$ cat src/rtl/pma_pkg.sv
// Shared types for the PMA region checker: attribute and region records.
// Region fields are held at the 64-bit maximum address width. Narrower
// configurations zero-extend into them, and synthesis trims the constant bits.
package pma_pkg;

    localparam int PMA_ATTR_W = 5;
    localparam int PMA_MAX_AW = 64;
    localparam int PMA_RESP_ATTR_W = 4;

    typedef struct packed {
        logic lock;
        logic shared;
        logic cacheable;
        logic execute;
        logic nonidem;
    } pma_attr_t;

    typedef struct packed {
        logic [PMA_MAX_AW-1:0] base;
        logic [PMA_MAX_AW-1:0] len;
        pma_attr_t             attr;
    } pma_region_t;

    // Attribute bits that leave the checker. The lock bit is configuration-only.
    function automatic logic [PMA_RESP_ATTR_W-1:0] pma_resp_attr(input pma_attr_t a);
        return {a.shared, a.cacheable, a.execute, a.nonidem};
    endfunction

endpackage

$ cat src/rtl/pma_range_cmp.sv
// Single base/length range comparator. The end address is formed one bit
// wider than the address, so a region that touches the top of the address
// space never wraps around to zero.
module pma_range_cmp
    import pma_pkg::*;
(
    input  logic [PMA_MAX_AW-1:0] addr,
    input  logic [PMA_MAX_AW-1:0] base,
    input  logic [PMA_MAX_AW-1:0] len,
    output logic                  hit
);

    logic [PMA_MAX_AW:0] end_addr;

    assign end_addr = {1'b0, base} + {1'b0, len};

    // A zero length is an explicit disable, independent of the base value.
    assign hit = (len != '0) && (addr >= base) && ({1'b0, addr} < end_addr);

endmodule

$ cat config.mk
export PLATFORM = sky130hd
export DESIGN_NAME = pma_range_cmp
export DESIGN_NICKNAME = d
export VERILOG_FILES = /design/src/rtl/pma_pkg.sv /design/src/rtl/pma_range_cmp.sv
export SDC_FILE = /design/constraint.sdc
export NUM_CORES = 1
export LEC_CHECK = 0
export BUFFER_PORTS_ARGS = -buffer_cell sky130_fd_sc_hd__clkbuf_2
export CORE_ASPECT_RATIO = 0.75
export CORE_MARGIN = 1.5
export CORE_UTILIZATION = 46
export DETAILED_ROUTE_END_ITERATION = 12
export PLACE_DENSITY = 0.73
export SLEW_MARGIN = 20
export SYNTH_ARGS = -nofsm -noshare
export SYNTH_HDL_FRONTEND = slang
export SYNTH_SLANG_ARGS = --single-unit
export TNS_END_PERCENT = 30
$ cat constraint.sdc
create_clock -name vclk -period 6.98
set_clock_uncertainty 0.2 [all_clocks]
set_input_delay 0.698 -clock vclk [all_inputs]
set_output_delay 0.698 -clock vclk [all_outputs]
set_load 0.03 [all_outputs]
# ---- Word-level counts from Yosys, hierarchy flattened
# Index checks and enable logic that the tools add are counted.
dict set report word_totals {
  ff_bits 0
  in_bits 192
  output_inout_bits 1
}
dict set report op_classes {
  n_addsub 1
  n_lt_le_gt_ge 2
  reduce_logical 3
}
# operator count
set ops {}
lappend ops {{adder 64 x 64 -> 65 bit} 1}
lappend ops {{< comparator 64 x 65 -> 1 bit} 1}
lappend ops {{>= comparator 64 bit} 1}
lappend ops {{nonzero test 64 bit} 1}
lappend ops {{logical AND 1 bit} 2}

# ---- Logic depth before layout (Yosys ltp)
dict set report logic_depth {
  ltp_word 3
  ltp_mapped 23
  mapped_depth_nobuf 23
}

# ---- Worst setup path after synthesis
# OpenSTA, ideal clock, no wires.
dict set report synth_path {
  path_kind {input-to-output}
  from {input base[0]}
  to {output hit}
  t_arrival_ps 4593
  t_required_ps 6082
  slack_ps 1489
  stages 22
  n_path_buf 0
  cell_sequence {ha_1 -> inv_1 -> fa_1 -> nor2b_4 -> o211ai_2 -> a31oi_2 -> a221o_1 -> a21oi_4 -> o21ai_4 -> a21boi_0 -> xor2_1 -> ha_1 -> a21o_1 -> a21o_1 -> a21oi_1 -> o21ai_1 -> a21o_1 -> a21oi_1 -> o31ai_1 -> a21o_1 -> a2111oi_0 -> o311a_1}
}
dict set report synth_between {
  elab_chain_len 3
  elab_cells_between_ends 5
  cone_classes {1 x add/sub; 2 x order compare; 2 x reduce/logical}
}
# item line
set synth_lines {}
lappend synth_lines {{start: declaration} pma_range_cmp.sv:8} ;# input logic [PMA_MAX_AW-1:0] base,
lappend synth_lines {{adder 64 x 64 -> 65 bit or >= comparator 64 bit (tied branches)} {pma_range_cmp.sv:15, pma_range_cmp.sv:18}}
lappend synth_lines {{< comparator 64 x 65 -> 1 bit or logical AND 1 bit (tied branches)} pma_range_cmp.sv:18} ;# assign hit = (len != '0) && (addr >= base) && ({1'b0, addr} < end_addr);
lappend synth_lines {{logical AND 1 bit (*)} pma_range_cmp.sv:18}
lappend synth_lines {{end: declaration} pma_range_cmp.sv:10} ;# output logic hit
# Every way passes the cells marked *; elsewhere a longest branch is shown, timed or not.

# ---- Final worst setup path
dict set report layout_path {
  from {input base[11]}
  to {output hit}
}
# Same word-level chain as after synthesis.

==> impl_metrics.csv <==
group,metric,value,unit
worst_setup_path,max_stage_delay,0.51,ns
detailed_routing,wl,22400,µm
timing,min_period,6.32,ns
worst_hold_path,hold_start,"len[6]",
outcome,status,"complete, no violations",
worst_setup_path,crit_top_cell,"a21o_1",
synth,synth_seq_area_share,0,
cells_and_area,syn2layout_area_growth,16.4,%
worst_setup_path,path_class,"primary input to output port",
synth,yosysTopAreaCellShare,0.348,
global_route,grt_first_pass_wirelength,35200,µm
synth,yosysUniqueCellTypes,67,
cells_and_area,register_area,0,µm²
worst_setup_path,crit_path_max_fanout,4,
worst_setup_path,path_cells,"clkbuf_2 -> ha_1 -> a21oi_1 -> o21ai_1 -> a221oi_1 -> o2111ai_1 -> a21oi_4 -> o21ai_4 -> a21boi_0 -> xor2_1 -> ha_1 -> a21o_1 -> a21o_1 -> a21oi_1 -> o21ai_1 -> a21o_1 -> a21oi_1 -> o31ai_1 -> a21o_1 -> a2111oi_0 -> o311a_1 -> clkbuf_2",
detailed_routing,drtIter0Drc,681,
detailed_routing,viasPerCell,5.84,
die,die_h,109,µm
cells_and_area,num-clock-buffers,0,
worst_setup_path,cp-end-kind,"output port",
worst_setup_path,worst-path-buf-inv,2,
die,rows,38,
synth,syn_avg_cell_area,7.27,µm²
worst_setup_path,worstPathRequired,6.08,ns
timing,whs,1.88,ns
synth,yosysWarnings,0,
timing,setup_violations,0,
synth,synth.area.top_cells,"ha_1, a21o_1, a21oi_1",
worst_setup_path,worstSetupStartpointType,"primary input",
global_route,grt_use_total,0.282,
worst_hold_path,hold_end,"hit",
synth,ys_top_cells_by_count,"ha_1, a21oi_1, inv_1",
placed_design,hpwl,20300,µm
global_route,first_global_vias,7004,
cells_and_area,antenna_cells,0,
die,start_util,0.472,
global_route,grt_max_degree,10,
worst_hold_path,hp-class,"primary input to output port",
detailed_routing,ant_nets,0,
die,core_area,14500,µm²
timing,fin_setup_tns,0,ns
synth,syn_inst,945,
detailed_routing,wl_per_cell,17.0,µm
cells_and_area,fin_nets,1503,
cells_and_area,seq_cell_count,0,
worst_setup_path,path_delay_family,"compound AO/OA/AOI/OAI gates",
global_route,antenna_found_initial,0,
synth,netlist_area,6870,µm²
timing,rsz0062_at_grt,"no",
worst_setup_path,crit_arrival,5.43,ns
power_and_ir_drop,power,0.779,mW
timing,slew_violations,0,
cells_and_area,final.fill_count,1475,
placed_design,pre_cts_slack,0.809,ns
flow_run,cap_violations,0,
placed_design,gp_congestion,1.00,
timing,worstMarginPinSlew,0.783,ns
synth,mappedNetlistNets,1329,
die,dieArea,15700,µm²
timing,hold_viol_final,0,
global_route,gr-total-overflow,0,
die,die_w,144,µm
cells_and_area,drive_above_1_share,0.194,
timing,period_share,0.906,
die,ios,193,
synth,yosysMostFrequentCell,"ha_1",
detailed_routing,drt_first_pass_iters,5,
worst_hold_path,hold_path_depth,6,
timing,clock.fmax,0.158,GHz
clock_network,ctsHoldBuffers,0,
power_and_ir_drop,power.density,97.5,nW/µm²
clock_network,post-cts-setup-buffers,0,
clock_network,cts.repair.resized,0,
synth,yosysTopAreaCell,"ha_1",
power_and_ir_drop,irDropWorstVdd,0.0000473,V
placed_design,io_buffers,193,
detailed_routing,vias,7686,
timing,relSlewSlack,0.473,
power_and_ir_drop,power_leakage,4.39,nW
worst_setup_path,slowest_stage,"a221oi_1",
detailed_routing,drc,0,
timing,finalWorstSetupSlack,0.656,ns
[worst max path at each step]
stage	slack, ns	end	start	cells past startpoint
floorplan	1.49	hit	base[0]	22
global placement	0.81	hit	base[11]	22
detailed placement	0.81	hit	base[11]	22
CTS	0.78	hit	base[11]	22
global route	0.33	hit	base[6]	23
finish	0.66	hit	base[11]	22
[stage by stage]
step | cell area [µm²] | instances | util
2_1_floorplan | 6870 | 945 | -
3_3_place_gp | 7990 | 1317 | 0.549
3_5_place_dp | 7990 | 1317 | 0.549
4_1_cts | 7990 | 1317 | 0.549
5_1_grt | 7990 | 1317 | 0.549
6_report | 7990 | 1317 | 0.549
[cell usage in the layout (no fill, tap or decap), types with 14 or more instances in the layout]
cell type,n
clkbuf_2,193
ha_1,191
a21oi_1,101
inv_1,88
a21o_1,78
nand2_1,72
nor2_1,48
nand4_1,41
xnor2_1,40
o21ai_0,35
xor2_1,21
nor4_1,20
o21bai_1,17
nand3_1,16
o21ai_1,16
nor3_1,14
[power breakdown]
group	leakage [nW]	total (mW)	internal [mW]	switching [mW]
Combinational	4.39	0.779	0.338	0.441
Sequential	0	0	0	0
Clock	0	0	0	0
Total	4.39	0.779	0.338	0.441
[metal layers]
layer  wire, µm  vias up  track usage
met1      11900     3445        0.459
met4        311        0       0.0335
met2       8340      322        0.397
met3       1770       16       0.0264
li1           -     3903            -
met5          0        -            0
[cell type report]
type / instances / area [µm²] / share of cell area
well taps: 200 / 250 / 0.0313
multi-input cells: 836 / 6450 / 0.807
inverters: 88 / 330 / 0.0413
repair buffers: 193 / 966 / 0.121
[logic make-up (layout without fill, tap and decap cells)]
logic type,after synthesis,in the layout,synth area share
compound gates,328,328,0.320
simple gates,255,255,0.189
fa+ha+maj,192,192,0.351
buf+inv,109,281,0.0616
xor+xnor,61,61,0.0778
(Power assumes the default switching activity.)
